==> config.mk <==
export PLATFORM = sky130hd
export DESIGN_NAME = ps2_key_rx
export DESIGN_NICKNAME = d
export VERILOG_FILES = /design/src/rtl/ps2_pkg.sv /design/src/rtl/ps2_line_filter.sv /design/src/rtl/ps2_key_rx.sv
export SDC_FILE = /design/constraint.sdc
export NUM_CORES = 1
export LEC_CHECK = 0
export CORE_MARGIN = 2
export CORE_UTILIZATION = 60
export CTS_BUF_LIST = sky130_fd_sc_hd__clkbuf_2 sky130_fd_sc_hd__clkbuf_4 sky130_fd_sc_hd__clkbuf_8
export DETAILED_ROUTE_END_ITERATION = 16
export GPL_ROUTABILITY_DRIVEN = 0
export HOLD_SLACK_MARGIN = 0.03
export PLACE_DENSITY = 0.83
export SETUP_SLACK_MARGIN = 0.02
export SLEW_MARGIN = 0
export SYNTH_ARGS = -nofsm -noshare
export SYNTH_HDL_FRONTEND = slang
export SYNTH_SLANG_ARGS = --single-unit
==> constraint.sdc <==
create_clock -name clk_sys -period 3 [get_ports clk_sys]
set_input_delay 0.6 -clock clk_sys [delete_from_list [all_inputs] [get_ports clk_sys]]
set_output_delay 0.6 -clock clk_sys [all_outputs]
set_load 0.02 [all_outputs]
==> src/rtl/ps2_pkg.sv <==
// Shared constants and types for the PS/2 keyboard receiver.
package ps2_pkg;

  // Prefix / special scan codes
  localparam logic [7:0] PS2_EXT        = 8'hE0;
  localparam logic [7:0] PS2_REL        = 8'hF0;
  localparam logic [7:0] PS2_PAUSE      = 8'hE1;
  // Bytes that follow E1 in the Pause make/break sequence and carry no key meaning
  localparam logic [2:0] PS2_PAUSE_TAIL = 3'd7;

  // Frame receiver states
  typedef enum logic [1:0] {
    IDLE,
    DATA,
    PARITY,
    STOP
  } ps2_state_t;

  // Bit positions inside the ps2_key event bus
  localparam int PS2_KEY_TOGGLE   = 10;
  localparam int PS2_KEY_PRESSED  = 9;
  localparam int PS2_KEY_EXT      = 8;
  localparam int PS2_KEY_CODE_MSB = 7;

endpackage

==> src/rtl/ps2_line_filter.sv <==
// Synchronizes the raw PS/2 clock and data lines, debounces the clock and
// emits a one-cycle strobe on each accepted falling edge of the clock.
module ps2_line_filter #(
  parameter int FILTER = 8
) (
  input  logic clk_i,
  input  logic rst_ni,
  input  logic clk_raw_i,
  input  logic dat_raw_i,
  output logic dat_o,
  output logic fall_o
);

  localparam int CW = $clog2(FILTER + 1);
  localparam logic [CW-1:0] CNT_LAST = CW'(FILTER - 1);

  logic [1:0]    clk_sync_q;
  logic [1:0]    dat_sync_q;
  logic          clk_filt_q;
  logic [CW-1:0] cnt_q;
  logic          fall_q;

  // Two-stage synchronizers; both lines idle high
  always_ff @(posedge clk_i or negedge rst_ni) begin
    if (!rst_ni) begin
      clk_sync_q <= 2'b11;
      dat_sync_q <= 2'b11;
    end else begin
      clk_sync_q <= {clk_sync_q[0], clk_raw_i};
      dat_sync_q <= {dat_sync_q[0], dat_raw_i};
    end
  end

  // Accept a new clock level only after FILTER consecutive differing samples
  always_ff @(posedge clk_i or negedge rst_ni) begin
    if (!rst_ni) begin
      clk_filt_q <= 1'b1;
      cnt_q      <= '0;
      fall_q     <= 1'b0;
    end else begin
      fall_q <= 1'b0;
      if (clk_sync_q[1] == clk_filt_q) begin
        cnt_q <= '0;
      end else if (cnt_q == CNT_LAST) begin
        cnt_q      <= '0;
        clk_filt_q <= clk_sync_q[1];
        fall_q     <= clk_filt_q & ~clk_sync_q[1];
      end else begin
        cnt_q <= cnt_q + 1'b1;
      end
    end
  end

  assign dat_o  = dat_sync_q[1];
  assign fall_o = fall_q;

endmodule

==> src/rtl/ps2_key_rx.sv <==
// PS/2 keyboard receiver: assembles 11-bit device->host frames, validates
// parity/stop, folds E0/F0 prefixes and the Pause sequence into toggle-format
// key events on ps2_key.
module ps2_key_rx
  import ps2_pkg::*;
#(
  parameter int CLK_HZ     = 48_000_000,
  parameter int FILTER     = 8,
  parameter int TIMEOUT_US = 1000
) (
  input  logic        clk_sys,
  input  logic        reset_n,
  input  logic        ps2_clk_i,
  input  logic        ps2_dat_i,
  output logic [10:0] ps2_key,
  output logic        frame_err,
  output logic        busy
);

  localparam int TMO_LIMIT = (CLK_HZ / 1_000_000) * TIMEOUT_US;
  localparam int TMO_W     = (TMO_LIMIT > 1) ? $clog2(TMO_LIMIT) : 1;
  localparam logic [TMO_W-1:0] TMO_LAST = TMO_W'(TMO_LIMIT - 1);

  logic dat;
  logic fall;

  ps2_line_filter #(.FILTER(FILTER)) u_filter (
    .clk_i     (clk_sys),
    .rst_ni    (reset_n),
    .clk_raw_i (ps2_clk_i),
    .dat_raw_i (ps2_dat_i),
    .dat_o     (dat),
    .fall_o    (fall)
  );

  ps2_state_t       state_q;
  logic [2:0]       bit_cnt_q;
  logic [7:0]       sh_q;
  logic             par_q;
  logic             par_ok_q;
  logic [TMO_W-1:0] tmo_q;
  logic             ext_q;
  logic             rel_q;
  logic [2:0]       skip_cnt_q;
  logic [10:0]      key_q;
  logic             frame_err_q;
  logic             busy_q;

  // Frame FSM, inter-edge timeout and byte/prefix handling; timeout wins over a coincident fall
  always_ff @(posedge clk_sys or negedge reset_n) begin
    if (!reset_n) begin
      state_q     <= IDLE;
      bit_cnt_q   <= '0;
      sh_q        <= '0;
      par_q       <= 1'b0;
      par_ok_q    <= 1'b0;
      tmo_q       <= '0;
      ext_q       <= 1'b0;
      rel_q       <= 1'b0;
      skip_cnt_q  <= '0;
      key_q       <= '0;
      frame_err_q <= 1'b0;
      busy_q      <= 1'b0;
    end else begin
      frame_err_q <= 1'b0;
      if (state_q != IDLE && tmo_q == TMO_LAST) begin
        state_q     <= IDLE;
        busy_q      <= 1'b0;
        tmo_q       <= '0;
        frame_err_q <= 1'b1;
        ext_q       <= 1'b0;
        rel_q       <= 1'b0;
      end else if (fall) begin
        tmo_q <= '0;
        case (state_q)
          IDLE: begin
            if (!dat) begin
              state_q   <= DATA;
              busy_q    <= 1'b1;
              bit_cnt_q <= '0;
              par_q     <= 1'b0;
            end
          end
          DATA: begin
            sh_q  <= {dat, sh_q[7:1]};
            par_q <= par_q ^ dat;
            if (bit_cnt_q == 3'd7) state_q <= PARITY;
            else bit_cnt_q <= bit_cnt_q + 3'd1;
          end
          PARITY: begin
            par_ok_q <= par_q ^ dat;
            state_q  <= STOP;
          end
          STOP: begin
            state_q <= IDLE;
            busy_q  <= 1'b0;
            if (dat && par_ok_q) begin
              if (skip_cnt_q != 3'd0) begin
                skip_cnt_q <= skip_cnt_q - 3'd1;
              end else if (sh_q == PS2_PAUSE) begin
                skip_cnt_q <= PS2_PAUSE_TAIL;
              end else if (sh_q == PS2_EXT) begin
                ext_q <= 1'b1;
              end else if (sh_q == PS2_REL) begin
                rel_q <= 1'b1;
              end else begin
                key_q[PS2_KEY_TOGGLE]       <= ~key_q[PS2_KEY_TOGGLE];
                key_q[PS2_KEY_PRESSED]      <= ~rel_q;
                key_q[PS2_KEY_EXT]          <= ext_q;
                key_q[PS2_KEY_CODE_MSB:0]   <= sh_q;
                ext_q <= 1'b0;
                rel_q <= 1'b0;
              end
            end else begin
              frame_err_q <= 1'b1;
              ext_q       <= 1'b0;
              rel_q       <= 1'b0;
            end
          end
          default: begin
            state_q <= IDLE;
            busy_q  <= 1'b0;
          end
        endcase
      end else if (state_q != IDLE) begin
        tmo_q <= tmo_q + 1'b1;
      end else begin
        tmo_q <= '0;
      end
    end
  end

  assign ps2_key   = key_q;
  assign frame_err = frame_err_q;
  assign busy      = busy_q;

endmodule

==> impl_metrics.ini, run 1 <==
[run_status]
status = complete, no violations

[sta]
final-max-slew-violation-count = 0
setup_viol = 0
skew_ns = 0.00723
period_share_pct = 81.8
rsz0062_at_grt = false
min_period_ns = 2.46
clock.fmax_mhz = 407
slew_headroom_pct = 53.6
tns_ns = 0
worst_slack_ns = 0.545
final-hold-violation-count = 0
worstMarginPinSlew_ns = 0.686

[critical_path]
endpoint_kind = flop
critical_path.max_fanout = 13
required_ns = 3.22
start_kind = flop
worstPathArrival_ns = 2.68
path_class = flop to flop

[layout]
fin_area_um2 = 3140
antenna_cells = 0
area_growth_pct = 16.1
finalNetCount = 276
drive_gt1_share_pct = 17.7
fillerInstances = 309

[synthesis]
netlist_area_um2 = 2700
yosysUniqueCellTypes = 45
ys_seq_elements = 59
yosysMostFrequentCell = dfrtp_1
yosysSeqAreaShare_pct = 54.9
synth_edf_count = 0
ys_top_cells_by_area = dfrtp_1, mux2_2, ha_1
synth_common_cells = dfrtp_1, nor2_1, mux2_2, nand2_1, ha_1
synthArstFlopShare_pct = 100
synth_area_leader_cell = dfrtp_1
netlist_instances = 237
syn_nets = 253
synthFlopType = dfrtp_1
ys_warn_count = 0
synth_top_area_share_pct = 50.0
avgSynthCellArea_um2 = 11.4

[routing]
drtIter0Drc = 107
wl_per_cell_um = 13.5
first_pass_iters = 4
vias = 1763
ant_nets = 0
vias_per_cell = 5.56
wl_um = 4290
drc = 0

[clock_tree]
clock_latency_ns = 0.33
cts_max_path_buffers = 2
clock-root-buffer = clkbuf_8
cts_tree = yes
ctsResizeCount = 0
postCtsHoldBufs = 0
clkTransAtPathRegs_ns = 0.06
cts_sinks = 59
cts.htree.levels = 3
cts_setup_buffers = 0
cts_made_buffers = 9

[power]
ir_worst_vdd_uv = 306
powerDensity_nw_per_um2 = 527
swShare_pct = 20.0
p_int_uw = 1320
power_leakage_uw = 0.00142
p_switching_uw = 331
power_frac_seq_pct = 50.3
pwr-share-comb_pct = 3.4
clkPwrFrac_pct = 46.2

[die]
dieArea_um2 = 5060
fp.dieW_um = 71.1
ios = 17
num_rows = 24
initial_core_util_pct = 62.0
die_h_um = 71.1
coreArea_um2 = 4350

[place]
place_area_um2 = 2920
io_buffers = 16
hpwl_um = 3060
pre_cts_ws_ns = 0.522

[global_routing]
grt_overflow_total = 0
grt_antenna_before_repair = 0
grt_usage_pct = 19.4
grt_pass1_wl_um = 7490
grt_pass1_vias = 1691
grt_max_degree = 32

[job]
maxCapViolations = 0

[worst_hold_path]
hp-class = input pin to asynchronous set/reset pin
-- worst paths after layout --
path,from,end,slack [ns],cells after the start
min reg2reg,u_filter.dat_sync_q[0]$_DFF_PN1_,u_filter.dat_sync_q[1]$_DFF_PN1_,0.36,0
min,reset_n,skip_cnt_q[2]$_DFFE_PN0P_,0.29,1
max,tmo_q[7]$_DFF_PN0_,ps2_key[8]$_DFFE_PN0P_,0.54,4
max reg2reg,tmo_q[7]$_DFF_PN0_,ps2_key[8]$_DFFE_PN0P_,0.54,4
max in group asynchronous,reset_n,u_filter.clk_sync_q[1]$_DFF_PN1_,2.05,2
min in group clk_sys,u_filter.dat_sync_q[0]$_DFF_PN1_,u_filter.dat_sync_q[1]$_DFF_PN1_,0.36,0
-- metrics by stage --
step / total power [uW] / hold WS [ns] / std cells / util, %
2_1_floorplan: 875 / 0.304 / 237 / -
3_3_place_gp: 903 / 0.346 / 301 / 67.0
3_5_place_dp: 904 / 0.347 / 301 / 67.0
4_1_cts: 1680 / 0.302 / 317 / 72.0
5_1_grt: 1720 / 0.341 / 317 / 72.0
6_report: 1650 / 0.292 / 317 / 72.0
-- final cells by class --
class	instances	area, um2	share of cell area (%)
clock buffers	15	188	5.99
clock inverters	1	30.0	0.958
inverters	10	37.5	1.20
multi-input cells	163	1160	36.9
flip-flops and latches	59	1480	47.3
well taps	52	65.1	2.08
repair buffers	17	175	5.59
-- registers in the layout (all words and copies together) (netlist names) --
register,flops
state_q,2
par_ok_q,1
ps2_key,11
rel_q,1
bit_cnt_q,3
frame_err,1
ext_q,1
u_filter.fall_o,1
busy,1
u_filter.cnt_q,4
u_filter.clk_filt_q,1
sh_q,8
u_filter.clk_sync_q,2
u_filter.dat_sync_q,2
tmo_q,16
skip_cnt_q,3
par_q,1
-- layout by cell type (no fill, tap or decap), types with 2 or more instances in the layout --
| cell | Yosys | final |
|---|---|---|
| a22o_1 | 3 | 3 |
| a22oi_1 | 3 | 3 |
| a31oi_1 | 2 | 2 |
| a41oi_1 | 2 | 2 |
| and2_1 | 2 | 2 |
| and3_1 | 4 | 4 |
| clkbuf_4 | 0 | 3 |
| clkbuf_8 | 0 | 12 |
| clkdlybuf4s50_1 | 0 | 15 |
| dfrtp_1 | 54 | 54 |
| dfstp_2 | 5 | 5 |
| ha_1 | 12 | 12 |
| inv_1 | 10 | 10 |
| mux2_2 | 17 | 17 |
| mux2i_1 | 3 | 3 |
| nand2_1 | 17 | 17 |
| nand2b_1 | 3 | 3 |
| nand3_1 | 9 | 9 |
| nand4_1 | 6 | 6 |
| nor2_1 | 31 | 31 |
| nor2b_1 | 2 | 2 |
| nor3_1 | 6 | 6 |
| o21ai_0 | 3 | 3 |
| o21ai_2 | 2 | 2 |
| xnor2_1 | 9 | 9 |
| xor2_1 | 8 | 8 |
-- critical path, stage by stage, from the launching register on --
cell and delay [ns]:
dfrtp_1 0.43, or4b_1 0.55, or4_4 0.46, o21ai_2 0.49, mux2_2 0.41
-- per-layer routing --
layer / wire length (um) / GRT usage, % / part of all wire, % / vias to the layer above
met3: 153 / 5.98 / 3.6 / 10
met5: 0 / 0 / 0 / -
met4: 97 / 9.01 / 2.3 / 0
met1: 2030 / 25.0 / 47 / 852
met2: 2000 / 30.2 / 47 / 28
li1: - / - / - / 873
-- logic make-up after synthesis --
logic type | share of synthesized area (%)
fa+ha+maj | 5.56
compound gates | 6.58
flops | 54.9
mux | 8.20
simple gates | 17.0
xor+xnor | 5.51
buf+inv | 2.27
-- power by group through the flow --
| stage | logic, uW | registers [uW] | clock network (uW) |
|---|---|---|---|
| after floorplan | 32.9 | 842 | 0 |
| after global placement | 57.5 | 845 | 0 |
| after detailed placement | 58.3 | 845 | 0 |
| after CTS | 58.5 | 832 | 786 |
| after global routing | 68.6 | 834 | 814 |
| final | 56.6 | 832 | 764 |
(Power assumes the default switching activity.)
==> run 2, diff against run 1 <==
- clock period: 3 -> 2.53 ns (I/O delays scaled with it)
==> run 2 against run 1 <==
Effect of this change:
- critical path depth is 1 higher
- setup slack worse by 0.38 ns
- register-to-register slack worse by 0.38 ns
- total power is 19% higher
- sequential power is 19% higher
- via count is 1.5% higher
- global-route usage is 0.86 points higher
- critical path type unchanged
- largest cell class unchanged
==> impl_metrics.ini, run 2 (synthesized netlist as in run 1, its figures left out) <==
[clock_tree]
cts_tree = yes
ctsResizeCount = 0
clkTransAtPathRegs_ns = 0.06
postCtsHoldBufs = 0
clock_latency_ns = 0.33
cts.htree.levels = 3
clock-root-buffer = clkbuf_8
cts_max_path_buffers = 2
cts_made_buffers = 9
cts_sinks = 59
cts_setup_buffers = 0

[power]
power_leakage_uw = 0.00143
swShare_pct = 20.0
power_frac_seq_pct = 50.4
p_int_uw = 1570
p_switching_uw = 392
ir_worst_vdd_uv = 482
pwr-share-comb_pct = 3.5
powerDensity_nw_per_um2 = 622
clkPwrFrac_pct = 46.2

[sta]
worstMarginPinSlew_ns = 0.643
clock.fmax_mhz = 423
worst_slack_ns = 0.166
period_share_pct = 93.5
tns_ns = 0
final-hold-violation-count = 0
skew_ns = 0.0109
setup_viol = 0
min_period_ns = 2.36
rsz0062_at_grt = false
holdWs_ns = 0.198
slew_headroom_pct = 56.5
final-max-slew-violation-count = 0

[routing]
drtIter0Drc = 126
wl_um = 4500
vias = 1790
drc = 0
first_pass_iters = 4
wl_per_cell_um = 14.1
vias_per_cell = 5.61
ant_nets = 0

[die]
initial_core_util_pct = 62.0
dieArea_um2 = 5060
ios = 17
fp.dieW_um = 71.1
num_rows = 24
die_h_um = 71.1
coreArea_um2 = 4350

[critical_path]
path_class = flop to flop
r2r_cells = 5
required_ns = 2.74
reg2reg_to = sh_q[3]$_DFFE_PN0P_
start_kind = flop
r2r-start = tmo_q[7]$_DFF_PN0_
endpoint_kind = flop
regToRegSetupSlack_ns = 0.17
critical_path.max_fanout = 8
worstPathArrival_ns = 2.57

[global_routing]
grt_antenna_before_repair = 0
grt_max_degree = 33
grt_overflow_total = 0
grt_usage_pct = 20.3
grt_pass1_wl_um = 7910
grt_pass1_vias = 1819

[place]
hpwl_um = 3070
io_buffers = 16
pre_cts_ws_ns = 0.182

[layout]
final_common_cell = dfrtp_1
seqCellArea_um2 = 1480
antenna_cells = 0
top_register = tmo_q
area_growth_pct = 16.6
drive_gt1_share_pct = 18.4
largest_reg_flops = 16
fillerInstances = 310
finalNetCount = 278
layout_common_cells = dfrtp_1, nor2_1, nand2_1, mux2_2, clkdlybuf4s50_1
multi_input_area_um2 = 1160

[job]
maxCapViolations = 0

[run_status]
status = complete, no violations

[worst_hold_path]
hp-class = input pin to asynchronous set/reset pin
## run 2: how the worst max path moves through the flow
| stage | start | end | slack [ns] | depth (start not counted) |
|---|---|---|---|---|
| global placement | tmo_q[7]$_DFF_PN0_ | sh_q[5]$_DFFE_PN0P_ | 0.23 | 5 |
| finish | tmo_q[7]$_DFF_PN0_ | sh_q[3]$_DFFE_PN0P_ | 0.17 | 5 |
| detailed placement | tmo_q[7]$_DFF_PN0_ | sh_q[2]$_DFFE_PN0P_ | 0.18 | 5 |
| CTS | tmo_q[7]$_DFF_PN0_ | sh_q[2]$_DFFE_PN0P_ | 0.17 | 5 |
| global route | tmo_q[7]$_DFF_PN0_ | sh_q[0]$_DFFE_PN0P_ | 0.09 | 5 |
| floorplan | tmo_q[7]$_DFF_PN0_ | sh_q[0]$_DFFE_PN0P_ | 0.29 | 5 |
## run 2: final cells by class
cell class	instances	area share, %
repair buffers	19	6.04
clock inverters	1	0.953
multi-input cells	163	36.7
inverters	10	1.19
well taps	52	2.07
clock buffers	15	5.96
flip-flops and latches	59	47.1
## run 2: worst max-delay path, cell delays in order (launching register included)
cell     delay [ns]
dfrtp_1        0.42
or4b_1         0.54
or4_4          0.46
or2_4          0.27
nand3_2        0.19
mux2_2         0.36
## run 2: through the flow
stage	power, uW	utilization (%)	cells	instance area, um2
floorplan	1040	-	237	2700
global placement	1070	67.4	303	2930
detailed placement	1070	67.4	303	2930
CTS	1980	72.4	319	3150
global route	2030	72.4	319	3150
finish	1960	72.4	319	3150
## run 2: routing by layer
metal	vias to the layer above	wire, um	track usage [%]
met3	11	228	7.69
met4	0	98	8.39
met5	-	0	0
met1	860	2000	24.5
met2	46	2170	32.8
li1	873	-	-
## run 2: power by group through the flow
stage,clock (uW),combinational [uW],sequential (uW)
after global placement,0,67.3,1000
final,906,67.7,987
after detailed placement,0,70.9,1000
after CTS,926,70.4,987
after floorplan,0,39.0,998
after global routing,962,81.7,991
